===== config.mk =====
export PLATFORM = sky130hd
export DESIGN_NAME = uart_tx_scheduler
export DESIGN_NICKNAME = d
export VERILOG_FILES = /design/src/rtl/uart_tx_scheduler.sv
export SDC_FILE = /design/constraint.sdc
export NUM_CORES = 1
export LEC_CHECK = 0
export ABC_CLOCK_PERIOD_IN_PS = 6040
export BUFFER_PORTS_ARGS = -buffer_cell sky130_fd_sc_hd__buf_2
export CAP_MARGIN = 30
export CORE_MARGIN = 5
export CORE_UTILIZATION = 35
export CTS_BUF_LIST = sky130_fd_sc_hd__clkbuf_4
export CTS_CLUSTER_DIAMETER = 80
export DETAILED_ROUTE_END_ITERATION = 10
export GPL_TIMING_DRIVEN = 0
export PLACE_DENSITY = 0.55
export SYNTH_ARGS = -nofsm -noshare
export SYNTH_HDL_FRONTEND = slang
export SYNTH_SLANG_ARGS = --single-unit

===== constraint.sdc =====
create_clock -name clk -period 6.04 [get_ports clk]
set_clock_uncertainty 0.15 [all_clocks]
set_input_delay 0 -clock clk [delete_from_list [all_inputs] [get_ports clk]]
set_output_delay 0 -clock clk [all_outputs]
set_load 0.01 [all_outputs]

===== src/rtl/uart_tx_scheduler.sv =====
// rtl/uart_tx_scheduler.sv - round-robin arbiter sharing one UART transmitter with busy timeout and guard time
module uart_tx_scheduler #(
    parameter int N_REQ        = 4,
    parameter int IDW          = 2,
    parameter int DATA_W       = 8,
    parameter int OS_RATE      = 16,
    parameter int GUARD_BITS   = 2,
    parameter int BUSY_TIMEOUT = 32
) (
    input  logic                      clk,
    input  logic                      rst_n,
    input  logic                      os_tick,
    input  logic [N_REQ-1:0]          req,
    input  logic [N_REQ*DATA_W-1:0]   data,
    output logic [N_REQ-1:0]          gnt,
    output logic                      tx_start,
    output logic [DATA_W-1:0]         tx_data,
    input  logic                      tx_busy,
    output logic [IDW-1:0]            owner,
    output logic                      owner_valid,
    output logic                      err_timeout
);

    localparam int GUARD_LEN = GUARD_BITS * OS_RATE;
    localparam int GW        = $clog2(GUARD_LEN) + 1;
    localparam int TW        = $clog2(BUSY_TIMEOUT) + 1;

    typedef enum logic [1:0] {IDLE, WAIT_BUSY, WAIT_DONE, GUARD} state_t;

    state_t          state;
    logic [IDW-1:0]  rr_ptr;
    logic [GW-1:0]   guard_cnt;
    logic [TW-1:0]   to_cnt;

    logic [DATA_W-1:0] data_arr [N_REQ];
    logic              win_found;
    logic [IDW-1:0]    win_idx;
    logic [IDW-1:0]    scan_idx;

    for (genvar i = 0; i < N_REQ; i++) begin : g_data
        assign data_arr[i] = data[i*DATA_W +: DATA_W];
    end

    // Scan starts one past the last winner so every requester gets a turn.
    always_comb begin
        win_found = 1'b0;
        win_idx   = '0;
        scan_idx  = rr_ptr;
        for (int off = 0; off < N_REQ; off++) begin
            scan_idx = (scan_idx == IDW'(N_REQ-1)) ? '0 : scan_idx + IDW'(1);
            if (!win_found && req[scan_idx]) begin
                win_found = 1'b1;
                win_idx   = scan_idx;
            end
        end
    end

    always_ff @(posedge clk or posedge rst_n) begin
        if (rst_n) begin
            state       <= IDLE;
            rr_ptr      <= IDW'(N_REQ-1);
            guard_cnt   <= '0;
            to_cnt      <= '0;
            gnt         <= '0;
            tx_start    <= 1'b0;
            tx_data     <= '0;
            owner       <= '0;
            owner_valid <= 1'b0;
            err_timeout <= 1'b0;
        end else begin
            gnt         <= '0;
            tx_start    <= 1'b0;
            err_timeout <= 1'b0;
            case (state)
                IDLE: begin
                    if (win_found) begin
                        gnt         <= N_REQ'(1) << win_idx;
                        tx_start    <= 1'b1;
                        tx_data     <= data_arr[win_idx];
                        owner       <= win_idx;
                        owner_valid <= 1'b1;
                        rr_ptr      <= win_idx;
                        to_cnt      <= '0;
                        state       <= WAIT_BUSY;
                    end
                end
                WAIT_BUSY: begin
                    if (tx_busy) begin
                        state <= WAIT_DONE;
                    end else if (to_cnt == TW'(BUSY_TIMEOUT-1)) begin
                        err_timeout <= 1'b1;
                        // A transmitter that never answered still gets the guard gap.
                        if (GUARD_LEN == 0) begin
                            state       <= IDLE;
                            owner_valid <= 1'b0;
                        end else begin
                            state     <= GUARD;
                            guard_cnt <= GW'(GUARD_LEN);
                        end
                    end else begin
                        to_cnt <= to_cnt + TW'(1);
                    end
                end
                WAIT_DONE: begin
                    if (!tx_busy) begin
                        if (GUARD_LEN == 0) begin
                            state       <= IDLE;
                            owner_valid <= 1'b0;
                        end else begin
                            state     <= GUARD;
                            guard_cnt <= GW'(GUARD_LEN);
                        end
                    end
                end
                GUARD: begin
                    if (os_tick) begin
                        if (guard_cnt == GW'(1)) begin
                            state       <= IDLE;
                            owner_valid <= 1'b0;
                        end else begin
                            guard_cnt <= guard_cnt - GW'(1);
                        end
                    end
                end
                default: state <= IDLE;
            endcase
        end
    end

endmodule


==> metrics.cfg <==
[outcome]
status = finished, final reports clean

[floorplan]
row_count = 27
start_util = 0.3537
fp.coreArea_sq_mm = 0.005405
die_w_um = 83.91
ioPinCount = 57
die_h_um = 83.91
dieArea_sq_mm = 0.007040

[worst_setup_path]
cp_max_fo = 10
worst_setup_path_end_kind = flop
start_kind = flop
critPathRequiredTime_ns = 6.09
arrival_ns = 3.35
crit_start = rr_ptr[0]
crit_type = reg2reg
r2r-start = rr_ptr[0]

[global_routing]
grt_usage = 0.1420
grt_pass1_vias = 1766
grt_max_degree = 19
antenna_found_initial = 0
globalRoute.totalOverflow = 0
grt_pass1_wl_um = 8176

[sta]
finalHoldViolations = 0
period_minus_slack_ns = 3.298
final.setup.worst_slack_ns = 2.742
setup_viol = 0
max_freq_ghz = 0.3032
finalSetupTns_ns = 0
grt_setup_unrepaired = false
maxSlewHeadroom = 0.4784
tightest_slew_ns = 0.7816
fin_crit_sh = 0.5460
drv_slew = 0

[detailed_routing]
via_per_inst = 4.891
ant_nets = 0
wl_per_cell_um = 13.21
vias = 1746
finalWirelength_um = 4716
drtIter0Drc = 66
dr.pass1.iters = 4
remaining_drc_errors = 0

[logic_synthesis]
async_flop_share = 1.000
synth_seq_cells = 33
synth.avg_cell_area_sq_um = 9.957
yosysWarnings = 0
syn_area_sq_mm = 0.001912
synth_top_area_frac = 0.4058
synth_top_area_cell = dfrtp_1
synth.area.top_cells = dfrtp_1 41%, mux2i_1 8.4%, nand2_1 5.5%, ha_1 5.2%, o21ai_0 3.7%
ys.flop_type = dfrtp_1
synth_edf_count = 0
synth_nets = 240
yosysUniqueCellTypes = 44
ys_seq_area_frac = 0.4332
postSynthCellCount = 192

[final_layout]
num-fill-cells = 533
antenna_cells = 0
area_growth_pct = 40.84
multi_input_area_sq_mm = 0.001006
seqCellArea_sq_um = 828.3
nNetsFinal = 332
drive_gt1_frac = 0.2877

[clocking]
cts-resized-gates = 0
clkTransAtPathRegs_ns = 0.12
cts_sinks = 33
post_cts_buffers = 0
cts_tree = done
root_buffer = clkbuf_4
insertion_delay_ns = 0.33
h-tree-depth = 2
clockBufferDepth = 2
numCtsBuffers = 5

[min_path]
holdCritPathClass = in2reg
min_from = req[2]

[placed_design]
port-buffer-count = 56
dpl.hpwl_um = 3472
pre_cts_ws_ns = 3.838
gp_congestion = 0.7439

[flow_run]
max-cap-violations = 0

[power]
power_density_mw_per_mm2 = 484.5
ir_drop_v = 0.0002574
p_leak_nw = 1.283

[cells in the mapped netlist, types with 2 or more instances]
cell and instances:
nor2_1 9, ha_1 8, and2_1 2, mux2_2 2, nand2_1 28, o21ai_0 14
inv_1 13, a31oi_1 3, nor2b_1 4, clkbuf_1 3, buf_2 2, a21oi_1 6
o21ai_2 2, o31ai_1 3, o22a_1 2, mux2i_1 16, dfrtp_1 31, o311ai_0 2
nand3_1 7, o221ai_1 8, nand2b_1 2, dfstp_2 2, nand4_1 2
[path summary, 6_finish.rpt]
path | end | slack, ns | cells after the start
max | tx_data[1] | 2.74 | 9
max reg2reg | tx_data[1] | 2.74 | 9
min in group asynchronous | tx_start | 0.19 | 3
min reg2reg | rr_ptr[1] | 0.32 | 2
max in group asynchronous | rr_ptr[1] | 4.91 | 4
min | gnt[1] | 0.05 | 4
[per-layer routing]
metal / GRT usage / wire length [um]
met1: 0.1740 / 2099
met3: 0.03060 / 146
met2: 0.2523 / 2446
met5: 0 / 0
met4: 0.03509 / 25
[report_power, final]
part,switching (W),internal (W)
logic,0.000371,0.000359
registers,0.0000615,0.000309
clock network,0.0000755,0.000128
[logic make-up after synthesis]
| logic type | synth area share |
|---|---|
| AND/OR/NAND/NOR | 0.1741 |
| AO/OA/AOI/OAI | 0.2042 |
| flip-flops | 0.4332 |
| buffers and inverters | 0.04058 |
| multiplexers | 0.09555 |
| adder cells (fa/ha/maj) | 0.05236 |
[critical path, stage by stage, from the launching register on]
cell,delay [ns]
dfstp_2,0.41
ha_1,0.22
o21ai_0,0.20
o21ai_0,0.15
o21ai_2,0.25
buf_2,0.30
mux2i_1,0.23
dlygate4sd3_1,0.57
o221ai_1,0.11
dlygate4sd3_1,0.58
[repair_timing]
item / 4_1_cts / 5_1_grt
endpoints found under the hold margin: 27 / 0
hold buffers: 28 / 0
setup endpoints to repair: 0 / 0
[metrics by stage]
| step | power (W) | area (sq um) | std cells | hold slack [ns] | utilization |
|---|---|---|---|---|---|
| final | 0.001305 | 2693 | 357 | 0.05119 | 0.4981 |
| after global routing | 0.001425 | 2693 | 357 | 0.08219 | 0.4981 |
| after CTS | 0.001317 | 2693 | 357 | 0.03963 | 0.4981 |
| after detailed placement | 0.001006 | 2310 | 321 | 0.03735 | 0.4273 |
| after global placement | 0.0009966 | 2282 | 320 | 0.1766 | 0.4222 |
| after floorplan | 0.0008335 | 1912 | 192 | -0.02258 | - |
[layout by cell type (no fill, tap or decap), types with 3 or more instances in the layout]
cell type,n
buf_2,58
dfrtp_1,31
nand2_1,28
dlygate4sd3_1,28
mux2i_1,16
o21ai_0,14
inv_1,13
nor2_1,9
o221ai_1,8
ha_1,8
nand3_1,7
a21oi_1,6
clkbuf_4,5
nor2b_1,4
clkbuf_1,3
a31oi_1,3
o31ai_1,3
[layout make-up]
cell class | count | area share
well taps | 72 | 0.03346
repair buffers | 85 | 0.2184
clock buffers | 5 | 0.01394
flip-flops and latches | 33 | 0.3076
plain buffers | 6 | 0.01069
multi-input cells | 140 | 0.3736
inverters | 13 | 0.01812
clock inverters | 3 | 0.02416
[registers in the layout (all words and copies together), names as in the netlist]
name         flops
err_timeout      1
gnt              4
guard_cnt        6
owner            2
owner_valid      1
rr_ptr           2
state            2
to_cnt           6
tx_data          8
tx_start         1
No activity file was read; power rests on OpenSTA's default activity.
